--- src/rtl/mips32_icache.sv ---
// Direct-mapped, word-addressed MIPS32 instruction cache with line refill over a req/ack port.
// Define ICACHE_STATS_EN to add saturating hit_count/miss_count outputs.
module mips32_icache #(
    parameter int ADDR_W         = 32,
    parameter int DATA_W         = 32,
    parameter int LINES          = 16,
    parameter int WORDS_PER_LINE = 4
) (
    input  logic              clk1,
    input  logic              reset,
    input  logic              req_valid,
    input  logic [ADDR_W-1:0] req_addr,
    output logic              req_ready,
    output logic              resp_valid,
    output logic [DATA_W-1:0] resp_data,
    input  logic              flush,
    output logic              mem_req,
    output logic [ADDR_W-1:0] mem_addr,
    input  logic              mem_ack,
    input  logic [DATA_W-1:0] mem_rdata
`ifdef ICACHE_STATS_EN
    ,
    output logic [31:0]       hit_count,
    output logic [31:0]       miss_count
`endif
);
    localparam int OFF_W = $clog2(WORDS_PER_LINE);
    localparam int IDX_W = $clog2(LINES);
    localparam int TAG_W = ADDR_W - OFF_W - IDX_W;
    localparam logic [OFF_W-1:0] LAST_BEAT = OFF_W'(WORDS_PER_LINE - 1);

    localparam logic [1:0] S_IDLE   = 2'd0;
    localparam logic [1:0] S_REFILL = 2'd1;
    localparam logic [1:0] S_RESP   = 2'd2;

    logic [DATA_W-1:0] data_q [LINES][WORDS_PER_LINE];
    logic [TAG_W-1:0]  tag_q  [LINES];
    logic [LINES-1:0]  valid_q;

    logic [1:0]        state;
    logic [TAG_W-1:0]  a_tag;
    logic [IDX_W-1:0]  a_idx;
    logic [OFF_W-1:0]  a_off;
    logic [OFF_W-1:0]  beat;
    logic              flush_pend;

    logic [TAG_W-1:0]  req_tag;
    logic [IDX_W-1:0]  req_idx;
    logic [OFF_W-1:0]  req_off;
    logic              hit;
    logic              accept;
    logic              last_ack;

    assign req_tag  = req_addr[ADDR_W-1 -: TAG_W];
    assign req_idx  = req_addr[OFF_W +: IDX_W];
    assign req_off  = req_addr[OFF_W-1:0];
    assign hit      = valid_q[req_idx] && (tag_q[req_idx] == req_tag);

    // A pending flush owns the first IDLE cycle, so no request may slip in ahead of it.
    assign req_ready = !reset && (state == S_IDLE) && !flush && !flush_pend;
    assign accept    = req_valid && req_ready;
    assign last_ack  = (state == S_REFILL) && mem_ack && (beat == LAST_BEAT);

    assign mem_req  = (state == S_REFILL);
    assign mem_addr = mem_req ? {a_tag, a_idx, beat} : '0;

    always_ff @(posedge clk1) begin
        if (reset) begin
            state      <= S_IDLE;
            valid_q    <= '0;
            resp_valid <= 1'b0;
            resp_data  <= '0;
            beat       <= '0;
            flush_pend <= 1'b0;
            a_tag      <= '0;
            a_idx      <= '0;
            a_off      <= '0;
        end else begin
            resp_valid <= 1'b0;
            case (state)
                S_IDLE: begin
                    if (flush || flush_pend) begin
                        valid_q    <= '0;
                        flush_pend <= 1'b0;
                    end else if (accept) begin
                        a_tag <= req_tag;
                        a_idx <= req_idx;
                        a_off <= req_off;
                        if (hit) begin
                            resp_valid <= 1'b1;
                            resp_data  <= data_q[req_idx][req_off];
                        end else begin
                            state <= S_REFILL;
                            beat  <= '0;
                        end
                    end
                end
                S_REFILL: begin
                    if (flush) flush_pend <= 1'b1;
                    if (mem_ack) begin
                        beat <= beat + 1'b1;
                        if (beat == LAST_BEAT) begin
                            valid_q[a_idx] <= 1'b1;
                            state          <= S_RESP;
                        end
                    end
                end
                S_RESP: begin
                    if (flush) flush_pend <= 1'b1;
                    resp_valid <= 1'b1;
                    resp_data  <= data_q[a_idx][a_off];
                    state      <= S_IDLE;
                end
                default: state <= S_IDLE;
            endcase
        end
    end

    // Line storage is not reset; a line only becomes visible through valid_q.
    always_ff @(posedge clk1) begin
        if ((state == S_REFILL) && mem_ack)
            data_q[a_idx][beat] <= mem_rdata;
        if (last_ack)
            tag_q[a_idx] <= a_tag;
    end

`ifdef ICACHE_STATS_EN
    always_ff @(posedge clk1) begin
        if (reset) begin
            hit_count  <= '0;
            miss_count <= '0;
        end else if (accept) begin
            if (hit) begin
                if (hit_count != 32'hFFFF_FFFF) hit_count <= hit_count + 32'd1;
            end else begin
                if (miss_count != 32'hFFFF_FFFF) miss_count <= miss_count + 32'd1;
            end
        end
    end
`endif

endmodule

--- config.mk ---
export PLATFORM = sky130hd
export DESIGN_NAME = mips32_icache
export DESIGN_NICKNAME = d
export VERILOG_FILES = /design/src/rtl/mips32_icache.sv
export SDC_FILE = /design/constraint.sdc
export NUM_CORES = 2
export LEC_CHECK = 0
export BUFFER_PORTS_ARGS = -buffer_cell sky130_fd_sc_hd__clkbuf_2
export CAP_MARGIN = 0
export CELL_PAD_IN_SITES_DETAIL_PLACEMENT = 1
export CELL_PAD_IN_SITES_GLOBAL_PLACEMENT = 1
export CORE_UTILIZATION = 54
export DETAILED_ROUTE_END_ITERATION = 8
export GPL_TIMING_DRIVEN = 0
export HOLD_SLACK_MARGIN = 0.06
export PLACE_DENSITY_LB_ADDON = 0.1
export SYNTH_ARGS = -nofsm -noshare
export SYNTH_HDL_FRONTEND = slang
export SYNTH_SLANG_ARGS = --single-unit
--- constraint.sdc ---
create_clock -name clk1 -period 13.79 [get_ports clk1]
set_clock_uncertainty 0.1 [all_clocks]
set_input_delay 2.758 -clock clk1 [delete_from_list [all_inputs] [get_ports clk1]]
set_output_delay 2.758 -clock clk1 [all_outputs]
set_load 0.02 [all_outputs]
==> impl_metrics.ini <==
[timing]
relSlewSlack_pct = -8.53
timing.final.hold_violations = 0
tightest_slew_ns = 1.63
setup_tns_ns = 0
finalSetupViolCount = 0
fin_crit_sh_pct = 76.2
finalHoldWorstSlack_ns = 0.366
fin_ws_ns = 3.29
slew_viol_final = 50
fmax_mhz = 95.2
fin_crit_ns = 10.50
rsz0062_at_grt = no

[die]
die_y_um = 461
rows = 168
io_pins = 136
start_util_pct = 54.3
fp.dieArea_sq_mm = 0.212
die_w_um = 461
coreArea_sq_mm = 0.209

[power_and_ir_drop]
p_leak_nw = 40.2
swShare_pct = 24.8
vdd.ir_drop.worst_mv = 0.151
intPower_mw = 13.6
p_comb_share_pct = 11.3
power_density_mw_per_mm2 = 139
switchingPower_mw = 4.49
pwr-share-clk_pct = 41.0
seqPwrFrac_pct = 47.7

[synthesis]
synthSimpleGateAreaFrac_pct = 1.90
synth_top_area_cell = edfxtp_1
yosys.area_share.adder_pct = 0.0770
synth_area_leaders = edfxtp_1 (65%), mux4_2 (22%), mux2i_1 (2.7%), dfxtp_1 (1.6%), a221oi_1 (1.3%)
yosys_warnings = 0
synth_nets = 5701
synth_commonest_cells = edfxtp_1 (2464), mux4_2 (1111), mux2i_1 (309), clkbuf_1 (276), a221oi_1 (164)
synthCells = 5625
synth-compound-area-share_pct = 4.41
synth-edff-count = 2464
yosysTopAreaCellShare_pct = 65.1
synthesis.area_sq_mm = 0.114
ys_async_sr_fraction_pct = 0
synth_top_family_by_area = multiplexers
muxShareOfSynthArea_pct = 24.8
yosysSeqAreaShare_pct = 66.7
synth_ff_type = edfxtp_1
synthXorXnorAreaFrac_pct = 0.116
ys_ff_latch = 2554
synth.most_common_cell = edfxtp_1
avgSynthCellArea_sq_um = 20.2
synth_cell_type_count = 70

[routing]
drtAntennaViolNets = 0
drt_iter0_drc = 10924
via_per_inst = 7.43
finalWirelength_mm = 414
vias = 68342
route.detailed.wl_per_inst_um = 45.0
drt-pass1-iter-count = 8
drc = 0

[place]
place_inst = 8682
dpl.hpwl_mm = 286
place.gp.congestion = 1.04
placed_area_sq_mm = 0.121
dp_slack_ns = 3.24
port_buffers = 132

[final_layout]
drive_gt1_share_pct = 30.8
syn2layout_area_growth_pct = 14.4
final_nets = 6255
stdcell_count = 9199
n_fill_cell = 17303
fin_area_sq_mm = 0.130

[job]
maxCapViolations = 9

[clocking]
cts_buffers = 292
ctsHoldBuffers = 0
cts_resized = 0
cts_tree = yes
cts.sinks = 2554
cts-htree-levels = 5
cts.reportedPaths.clkPinSlew_ns = 0.06
cts_buffer_depth = 4
cts_setup_buffers = 0
clock_latency_ns = 0.94
cts_root_buffer = clkbuf_16

[worst_hold_path]
hold_class = reg2reg
hold_end = valid_q[6]$_SDFFE_PP0P_
holdPathStages = 1
hp-start = valid_q[6]$_SDFFE_PP0P_

[worst_setup_path]
ff2ff_path_depth = 11
reg2reg_to = resp_data[17]$_SDFFE_PP0P_
crit_top_cell = clkbuf_1
crit_start = req_addr[5]
crit_chain = clkbuf_2 -> clkbuf_1 -> buf_2 -> buf_1 -> clkbuf_1 -> clkbuf_1 -> clkbuf_1 -> mux4_2 -> o21ai_0 -> a41oi_1 -> nor4_1 -> a211oi_2
required_ns = 14.45
crit_type = in2reg
cp-end-kind = flip-flop
critical_path.max_fanout = 10
path_buf_inv = 7
arrival_ns = 11.16
crit_path_max_incr_delay_ns = 1.36
crit_slowest_cell = nor4_1
crit_cells = 12
cp_top_family = buffers and inverters
start_kind = input pin
r2r_slack_ns = 5.46

[global_routing]
antenna_found_initial = 39
grt_overflow = 0
grt_pass1_vias = 69533
grt_max_degree = 65
grt.total_usage_pct = 39.4
grt_pass1_wl_mm = 564

[run_status]
status = finished, violations left
violations = max-capacitance violations, max-slew violations
[worst max path at each step]
stage | endpoint | slack, ns
after global routing | resp_data[8]$_SDFFE_PP0P_ | 3.85
after CTS | resp_data[14]$_SDFFE_PP0P_ | 4.17
final | resp_data[8]$_SDFFE_PP0P_ | 3.29
after global placement | tag_q[13][21]$_DFFE_PP_ | 3.21
after detailed placement | resp_data[14]$_SDFFE_PP0P_ | 3.24
after floorplan | req_ready | 7.36
[placed cells by master (no fill, tap or decap), drive strengths merged, types with 20 or more instances in the layout]
cell type / netlist / routed
a22oi: 83 / 83
nor2: 109 / 109
mux2i: 309 / 309
nor3: 38 / 38
edfxtp: 2464 / 2464
mux4: 1111 / 1111
a211oi: 37 / 37
a22o: 66 / 66
dfxtp: 90 / 90
a21oi: 21 / 21
a31oi: 39 / 39
clkbuf: 276 / 768
nor4: 34 / 34
and2: 40 / 40
inv: 78 / 79
a41oi: 32 / 32
clkinv: 0 / 103
nand3b: 33 / 33
buf: 171 / 308
a221oi: 165 / 165
o22ai: 41 / 41
o21ai: 147 / 147
nand2: 77 / 77
o21a: 20 / 20
[metal layers]
layer  vias to the layer above  wire length, um  GRT usage, %
li1                      25575                -             -
met2                      4919           189000          59.1
met1                     36618           144000          50.5
met5                         -               98             0
met3                      1216            45200          9.87
met4                        14            35300          28.4
[layout make-up]
class	count	area [sq um]	share of cell area (%)
Tap cell	2805	3510	2.70
Buffer	447	1970	1.52
Inverter	78	293	0.225
Antenna cell	16	40.0	0.0308
Sequential cell	2554	75800	58.2
Clock inverter	124	976	0.750
Multi-Input combinational cell	2546	36100	27.8
Timing Repair Buffer	260	3570	2.75
Clock buffer	369	7820	6.01
[state kept, by name (all words and copies together), names as in the netlist, 2 cells and up, named ones only]
signal / cells
data_q: 2048
tag_q: 416
resp_data: 32
a_tag: 26
valid_q: 16
a_idx: 4
a_off: 2
beat: 2
state: 2
[power groups by stage]
stage | sequential [mW] | combinational (mW) | clock (mW)
floorplan | 8.76 | 1.09 | 0
detailed placement | 8.79 | 1.97 | 0
CTS | 8.62 | 1.98 | 7.42
global placement | 8.79 | 1.90 | 0
global route | 8.62 | 2.07 | 7.67
finish | 8.62 | 2.04 | 7.41
[metrics by stage]
stage / total power [mW] / util, %
after floorplan: 9.85 / -
after global placement: 10.7 / 56.3
after detailed placement: 10.8 / 57.9
after CTS: 18.0 / 62.1
after global routing: 18.4 / 62.1
final: 18.1 / 62.2
[kinds of logic after synthesis]
| family | Yosys count |
|---|---|
| and+or+nand+nor | 415 |
| DFF | 2554 |
| buffers and inverters | 525 |
| AOI/OAI and AO/OA | 677 |
| adders and majority gates | 7 |
| muxes | 1432 |
| xor gates and xnor gates | 15 |
(Power assumes the default switching activity.)
